`src/rtl/rv_multicycle_ctrl.sv`:
```
// Purpose: multi-cycle RV32I sequencer (fetch/decode/exec/mem/wb) driving every datapath enable.
// Latency: 3 cycles for branch/LUI/JAL, 4 for ALU/store, 5 for load, plus one per memory wait cycle.
// Backpressure: mem_req/mem_we/mem_addr_sel are held until mem_ready; TIMEOUT stalled cycles trap (cause 2).
module rv_multicycle_ctrl #(
  parameter int ALU_OP_W = 4,
  parameter int TIMEOUT  = 16,
  parameter int CNT_W    = 32
) (
  input  logic                clk,
  input  logic                rst,
  input  logic                mem_ready,
  input  logic [6:0]          opcode,
  input  logic [2:0]          funct3,
  input  logic [6:0]          funct7,
  input  logic                alu_zero,
  input  logic                alu_lt,
  output logic                mem_req,
  output logic                mem_we,
  output logic                mem_addr_sel,
  output logic                ir_load,
  output logic                pc_write,
  output logic [1:0]          pc_src,
  output logic                reg_write_en,
  output logic [ALU_OP_W-1:0] alu_op,
  output logic                alu_src_b,
  output logic [1:0]          mem_to_reg,
  output logic                trap,
  output logic [1:0]          trap_cause,
  output logic                retire,
  output logic [CNT_W-1:0]    instret
);

  // Major opcodes accepted by the decoder
  localparam logic [6:0] OPC_OP     = 7'b0110011;
  localparam logic [6:0] OPC_OPIMM  = 7'b0010011;
  localparam logic [6:0] OPC_LOAD   = 7'b0000011;
  localparam logic [6:0] OPC_STORE  = 7'b0100011;
  localparam logic [6:0] OPC_BRANCH = 7'b1100011;
  localparam logic [6:0] OPC_LUI    = 7'b0110111;
  localparam logic [6:0] OPC_JAL    = 7'b1101111;

  localparam logic [6:0] F7_BASE = 7'h00;
  localparam logic [6:0] F7_ALT  = 7'h20;

  // ALU operation encoding seen by the datapath
  localparam logic [ALU_OP_W-1:0] ALU_ADD  = ALU_OP_W'(0);
  localparam logic [ALU_OP_W-1:0] ALU_SUB  = ALU_OP_W'(1);
  localparam logic [ALU_OP_W-1:0] ALU_AND  = ALU_OP_W'(2);
  localparam logic [ALU_OP_W-1:0] ALU_OR   = ALU_OP_W'(3);
  localparam logic [ALU_OP_W-1:0] ALU_XOR  = ALU_OP_W'(4);
  localparam logic [ALU_OP_W-1:0] ALU_SLL  = ALU_OP_W'(5);
  localparam logic [ALU_OP_W-1:0] ALU_SRL  = ALU_OP_W'(6);
  localparam logic [ALU_OP_W-1:0] ALU_SRA  = ALU_OP_W'(7);
  localparam logic [ALU_OP_W-1:0] ALU_SLT  = ALU_OP_W'(8);
  localparam logic [ALU_OP_W-1:0] ALU_SLTU = ALU_OP_W'(9);

  localparam logic [1:0] PC_SEQ    = 2'd0;
  localparam logic [1:0] PC_BRANCH = 2'd1;
  localparam logic [1:0] PC_JAL    = 2'd2;

  localparam logic [1:0] WB_ALU  = 2'd0;
  localparam logic [1:0] WB_MEM  = 2'd1;
  localparam logic [1:0] WB_LINK = 2'd2;
  localparam logic [1:0] WB_UIMM = 2'd3;

  localparam logic [1:0] CAUSE_ILLEGAL = 2'd1;
  localparam logic [1:0] CAUSE_TIMEOUT = 2'd2;

  // Stall count value at which the next low-ready cycle is the TIMEOUT-th one
  localparam logic [7:0] STALL_LAST = 8'(TIMEOUT - 1);

  typedef enum logic [2:0] {
    S_FETCH, S_DECODE, S_EXEC, S_MEM, S_WB, S_TRAP
  } state_e;

  typedef enum logic [2:0] {
    CLS_ALU, CLS_LOAD, CLS_STORE, CLS_BRANCH, CLS_LUI, CLS_JAL
  } cls_e;

  typedef struct packed {
    logic                legal;
    cls_e                cls;
    logic [ALU_OP_W-1:0] alu_op;
    logic                alu_src_b;
  } dec_t;

  state_e              state;
  state_e              state_nxt;
  dec_t                dec;
  logic                br_taken;
  logic                mem_phase;
  logic                stall_expire;
  logic [7:0]          stall_cnt;
  logic [1:0]          trap_cause_q;
  logic [CNT_W-1:0]    instret_q;

  // funct3 -> ALU op for register and immediate arithmetic (shift-right defaults to logical)
  function automatic logic [ALU_OP_W-1:0] f3_alu_op(input logic [2:0] f3);
    logic [ALU_OP_W-1:0] op;
    case (f3)
      3'b000:  op = ALU_ADD;
      3'b001:  op = ALU_SLL;
      3'b010:  op = ALU_SLT;
      3'b011:  op = ALU_SLTU;
      3'b100:  op = ALU_XOR;
      3'b101:  op = ALU_SRL;
      3'b110:  op = ALU_OR;
      default: op = ALU_AND;
    endcase
    return op;
  endfunction

  // Instruction decode from the latched IR fields: class, legality and ALU control
  always_comb begin
    dec = '0;
    case (opcode)
      OPC_OP: begin
        dec.cls = CLS_ALU;
        if (funct7 == F7_BASE) begin
          dec.legal  = 1'b1;
          dec.alu_op = f3_alu_op(funct3);
        end else if (funct7 == F7_ALT && funct3 == 3'b000) begin
          dec.legal  = 1'b1;
          dec.alu_op = ALU_SUB;
        end else if (funct7 == F7_ALT && funct3 == 3'b101) begin
          dec.legal  = 1'b1;
          dec.alu_op = ALU_SRA;
        end
      end
      OPC_OPIMM: begin
        dec.cls       = CLS_ALU;
        dec.alu_src_b = 1'b1;
        dec.alu_op    = f3_alu_op(funct3);
        case (funct3)
          3'b001: dec.legal = (funct7 == F7_BASE);
          3'b101: begin
            dec.legal = (funct7 == F7_BASE) || (funct7 == F7_ALT);
            if (funct7 == F7_ALT) dec.alu_op = ALU_SRA;
          end
          default: dec.legal = 1'b1;
        endcase
      end
      OPC_LOAD: begin
        dec.cls       = CLS_LOAD;
        dec.legal     = (funct3 == 3'b010);
        dec.alu_src_b = 1'b1;
      end
      OPC_STORE: begin
        dec.cls       = CLS_STORE;
        dec.legal     = (funct3 == 3'b010);
        dec.alu_src_b = 1'b1;
      end
      OPC_BRANCH: begin
        // funct3[2] selects compare-by-subtract (eq/ne) vs set-less-than; funct3[1] picks unsigned
        dec.cls   = CLS_BRANCH;
        dec.legal = (funct3[2:1] != 2'b01);
        if (!funct3[2])     dec.alu_op = ALU_SUB;
        else if (funct3[1]) dec.alu_op = ALU_SLTU;
        else                dec.alu_op = ALU_SLT;
      end
      OPC_LUI: begin
        dec.cls   = CLS_LUI;
        dec.legal = 1'b1;
      end
      OPC_JAL: begin
        dec.cls   = CLS_JAL;
        dec.legal = 1'b1;
      end
      default: ;
    endcase
  end

  // funct3[0] inverts the sense: bne/bge/bgeu are the complements of beq/blt/bltu
  assign br_taken     = (funct3[2] ? alu_lt : alu_zero) ^ funct3[0];
  assign mem_phase    = (state == S_FETCH) || (state == S_MEM);
  assign stall_expire = mem_phase && !mem_ready && (stall_cnt == STALL_LAST);

  // State register
  always_ff @(posedge clk) begin
    if (rst) state <= S_FETCH;
    else     state <= state_nxt;
  end

  // Next-state logic; a handshake in the expiring cycle wins over the timeout
  always_comb begin
    state_nxt = state;
    case (state)
      S_FETCH: begin
        if (mem_ready)         state_nxt = S_DECODE;
        else if (stall_expire) state_nxt = S_TRAP;
      end
      S_DECODE: state_nxt = dec.legal ? S_EXEC : S_TRAP;
      S_EXEC: begin
        case (dec.cls)
          CLS_ALU:             state_nxt = S_WB;
          CLS_LOAD, CLS_STORE: state_nxt = S_MEM;
          default:             state_nxt = S_FETCH;
        endcase
      end
      S_MEM: begin
        if (mem_ready)         state_nxt = (dec.cls == CLS_LOAD) ? S_WB : S_FETCH;
        else if (stall_expire) state_nxt = S_TRAP;
      end
      S_WB:    state_nxt = S_FETCH;
      S_TRAP:  state_nxt = S_TRAP;
      default: state_nxt = S_FETCH;
    endcase
  end

  // Consecutive stalled-request counter; restarts on handshake or any state change
  always_ff @(posedge clk) begin
    if (rst)                                                 stall_cnt <= 8'd0;
    else if (mem_phase && !mem_ready && state_nxt == state)  stall_cnt <= stall_cnt + 8'd1;
    else                                                     stall_cnt <= 8'd0;
  end

  // Capture why we entered TRAP; only DECODE can trap for an illegal encoding
  always_ff @(posedge clk) begin
    if (rst)
      trap_cause_q <= 2'd0;
    else if (state != S_TRAP && state_nxt == S_TRAP)
      trap_cause_q <= (state == S_DECODE) ? CAUSE_ILLEGAL : CAUSE_TIMEOUT;
  end

  // Retired-instruction counter, wraps naturally at 2^CNT_W
  always_ff @(posedge clk) begin
    if (rst)         instret_q <= '0;
    else if (retire) instret_q <= instret_q + CNT_W'(1);
  end

  // Output decode from state, IR fields and mem_ready; everything forced low during reset
  always_comb begin
    mem_req      = 1'b0;
    mem_we       = 1'b0;
    mem_addr_sel = 1'b0;
    ir_load      = 1'b0;
    pc_write     = 1'b0;
    pc_src       = PC_SEQ;
    reg_write_en = 1'b0;
    alu_op       = ALU_ADD;
    alu_src_b    = 1'b0;
    mem_to_reg   = WB_ALU;
    trap         = 1'b0;
    trap_cause   = 2'd0;
    retire       = 1'b0;
    instret      = '0;
    if (!rst) begin
      instret = instret_q;
      case (state)
        S_FETCH: begin
          mem_req = 1'b1;
          if (mem_ready) begin
            ir_load  = 1'b1;
            pc_write = 1'b1;
            pc_src   = PC_SEQ;
          end
        end
        S_EXEC: begin
          alu_op    = dec.alu_op;
          alu_src_b = dec.alu_src_b;
          case (dec.cls)
            CLS_BRANCH: begin
              if (br_taken) begin
                pc_write = 1'b1;
                pc_src   = PC_BRANCH;
              end
              retire = 1'b1;
            end
            CLS_LUI: begin
              reg_write_en = 1'b1;
              mem_to_reg   = WB_UIMM;
              retire       = 1'b1;
            end
            CLS_JAL: begin
              reg_write_en = 1'b1;
              mem_to_reg   = WB_LINK;
              pc_write     = 1'b1;
              pc_src       = PC_JAL;
              retire       = 1'b1;
            end
            default: ;
          endcase
        end
        S_MEM: begin
          // Keep the address adder live so the memory address stays valid while stalled
          mem_req      = 1'b1;
          mem_addr_sel = 1'b1;
          mem_we       = (dec.cls == CLS_STORE);
          alu_op       = dec.alu_op;
          alu_src_b    = dec.alu_src_b;
          retire       = mem_ready && (dec.cls == CLS_STORE);
        end
        S_WB: begin
          alu_op       = dec.alu_op;
          alu_src_b    = dec.alu_src_b;
          reg_write_en = 1'b1;
          mem_to_reg   = (dec.cls == CLS_LOAD) ? WB_MEM : WB_ALU;
          retire       = 1'b1;
        end
        S_TRAP: begin
          trap       = 1'b1;
          trap_cause = trap_cause_q;
        end
        default: ;
      endcase
    end
  end

endmodule

```
`config.mk`:
```
export PLATFORM = sky130hd
export DESIGN_NAME = rv_multicycle_ctrl
export DESIGN_NICKNAME = d
export VERILOG_FILES = /design/src/rtl/rv_multicycle_ctrl.sv
export SDC_FILE = /design/constraint.sdc
export NUM_CORES = 1
export LEC_CHECK = 0
export ABC_AREA = 1
export CAP_MARGIN = 20
export CORE_ASPECT_RATIO = 0.5
export CORE_MARGIN = 10
export CORE_UTILIZATION = 50
export CTS_CLUSTER_DIAMETER = 40
export DETAILED_ROUTE_END_ITERATION = 6
export DONT_BUFFER_PORTS = 1
export GPL_TIMING_DRIVEN = 0
export MAX_ROUTING_LAYER = met4
export SETUP_SLACK_MARGIN = 0.05
export SYNTH_ARGS = -nofsm -noshare
export SYNTH_HDL_FRONTEND = slang
export SYNTH_SLANG_ARGS = --single-unit
```
`constraint.sdc`:
```
create_clock -name clk -period 2.95 [get_ports clk]
set_input_delay 0.295 -clock clk [delete_from_list [all_inputs] [get_ports clk]]
set_output_delay 0.295 -clock clk [all_outputs]
set_load 0.03 [all_outputs]
```
==> impl_metrics.yaml <==
placed_design:
  portBuffers: 0
  globalplace.congestion: 0.8819
  post-dp-hpwl_um: 7423
layout:
  final_cell_mix: "nand2_1 (123), nor2_1 (102), inv_1 (77)"
  post-route-util_pct: 57.79
  layout.nets: 575
  drive_gt1_share_pct: 8.877
  n_antenna_cell: 0
  area_delta_synth_final_pct: 8.891
  final_common_cell: "nand2_1"
sta:
  tightest_slew_ps: 978.2
  post-route-period-util_pct: 90.18
  rsz0062_at_grt: "no"
  maxSlewHeadroom_pct: 34.39
  max_freq_ghz: 0.3759
  skew_ps: 5.368
  slew_viol_final: 0
  period_minus_slack_ps: 2660
  tns_ps: 0
  setup_violations: 0
  hold_violations: 0
detailed_routing:
  routed_wl_um: 9447
  routed_via_density: 5.269
  dr.pass1.iters: 5
  drt_iter0_markers: 213
  via_count: 3372
  wl_per_cell_um: 14.76
  ant_nets: 0
  drcViolationCount: 0
synth:
  yosys.area_share.xor_xnor_pct: 3.708
  yosys.area_share.simple_pct: 46.69
  synth_adder_area_share_pct: 0.7567
  yosys_warnings: 0
  syn_area_um2: 3307
  synth_cell_type_count: 42
  synth_mux_area_share_pct: 0
  synth_cells: 543
  synth-main-ff-cell: "dfxtp_1"
  synth_compound_area_share_pct: 9.724
  ys_ff_latch: 45
  synth_top_family_by_area: "simple AND/OR/NAND/NOR gates"
  syn_nets: 567
  yosysSeqAreaShare_pct: 27.24
  async_reset_ff_share_pct: 0
  syn_area_per_cell_um2: 6.090
  synth_edf_count: 0
floorplan:
  start_util_pct: 53.07
  core_um2: 6231
  dieArea_um2: 10460
  num_rows: 20
  die_w_um: 135.0
  die_h_um: 77.51
  ioPinCount: 73
clock_tree:
  cts_htree_levels: 2
  clkLatencyLatePin_ps: 290
  path_clk_slew_ps: 60
  cts_sinks: 45
  cts_setup_buffers: 0
  cts-root-buf: "clkbuf_16"
  tritoncts: "yes"
  clk_path_buf_depth: 2
  holdBufCountCts: 0
  cts_resized: 0
  cts_buffers: 5
grt:
  grt_max_degree: 14
  grt_util_all_layers_pct: 18.20
  grt-ovfl-total: 0
  antenna_found_initial: 0
  first_global_vias: 3184
  grt_pass1_wl_um: 15430
critical_path:
  worstPathArrival_ps: 2370
  required_ps: 2650
  crit_path_max_fanout: 6
  max_stage_delay_ps: 800
  reg2reg_depth: 10
  critical_path.startpoint_type: "register"
  cpMaxStageDelayCell: "a211oi_1"
  endpoint_kind: "primary output"
  cp_cell_sequence: "inv_1 > nor3_1 > o21ai_0 > a21oi_1 > o311ai_0 > a211oi_1"
  crit_type: "reg2out"
power:
  vdd_drop_max_mv: 0.2415
  power-per-cell-area_nw_per_um2: 440.0
  p_leak_nw: 1.432
hold_path:
  hold_path_class: "in2reg"
  whs_path_depth: 3
run:
  cap_violations: 0
run_status:
  status: "finished, final reports clean"
[where the power goes]
part	internal, W	total [W]	leakage (nW)	switching (W)
Combinational	0.0000774	0.000282	0.984	0.000204
Sequential	0.000627	0.000642	0.363	0.0000145
Clock	0.000424	0.000661	0.0841	0.000237
Total	0.00113	0.00158	1.43	0.000456
[final timing paths]
check / start / end / slack, ps
worst max register to register: instret_q[1] / instret_q[20] / 930
worst max-delay path: state[2] / alu_op[2] / 290
worst min register to register: stall_cnt[0] / stall_cnt[0] / 450
worst min-delay path: rst / stall_cnt[1] / 290
[per-layer routing]
layer  GRT usage, %  part of all wire, %
met2          29.04                   45
met4          2.885                 0.51
met5              -                    0
met3          5.270                  7.8
met1          22.73                   47
[layout make-up]
class | count | area (um2)
Buffer | 14 | 78.83
Fill cell | 653 | 2630
Multi-Input combinational cell | 401 | 2019
Inverter | 83 | 314.1
Clock inverter | 1 | 30.03
Tap cell | 88 | 110.1
Timing Repair Buffer | 1 | 5.005
Sequential cell | 45 | 900.9
Clock buffer | 7 | 142.6
[synth_stat cells, drive strengths merged, types with 6 or more instances]
library cell	instances	share of area (%)
nand2	126	15
nor2	110	14
buf	8	1.7
nand3	38	7.0
dfxtp	45	27
clkbuf	6	0.68
nand4	15	3.2
xor2	14	3.7
nor3	20	3.2
nor4	8	2.0
inv	83	9.5
a21oi	32	4.8
nor3b	6	2.1
o21ai	18	2.8
[worst max-delay path: cells and delay by family, from the launching register on]
kind	cells	cell delay, ps
compound gates	4	1380
flops	1	350
simple gates	1	220
buf+inv	1	120
[sequential cells by signal (all words and copies together) (netlist names)]
register and count:
instret_q 32, stall_cnt 8, state 3, trap_cause_q 2
[stage by stage]
step                      power (W)  worst slack [ps]  cell area (um2)  hold slack [ps]  instances
after global placement    0.0009346             402.6             3417            430.0        631
after global routing       0.001659             177.9             3601            307.2        640
after detailed placement  0.0009363             582.1             3428            437.3        632
after CTS                  0.001591             268.5             3601            296.8        640
final                      0.001584             289.6             3601            294.7        640
after floorplan           0.0008771             885.6             3307            417.6        543
[kinds of logic (layout without fill, tap and decap cells)]
| family | after synthesis | in the layout |
|---|---|---|
| adder cells (fa/ha/maj) | 2 | 2 |
| XOR/XNOR | 14 | 14 |
| AND/OR/NAND/NOR | 328 | 328 |
| AO/OA/AOI/OAI | 57 | 57 |
| flip-flops | 45 | 45 |
| buffers and inverters | 97 | 106 |
Note: power is estimated with default switching activity, not from simulation.
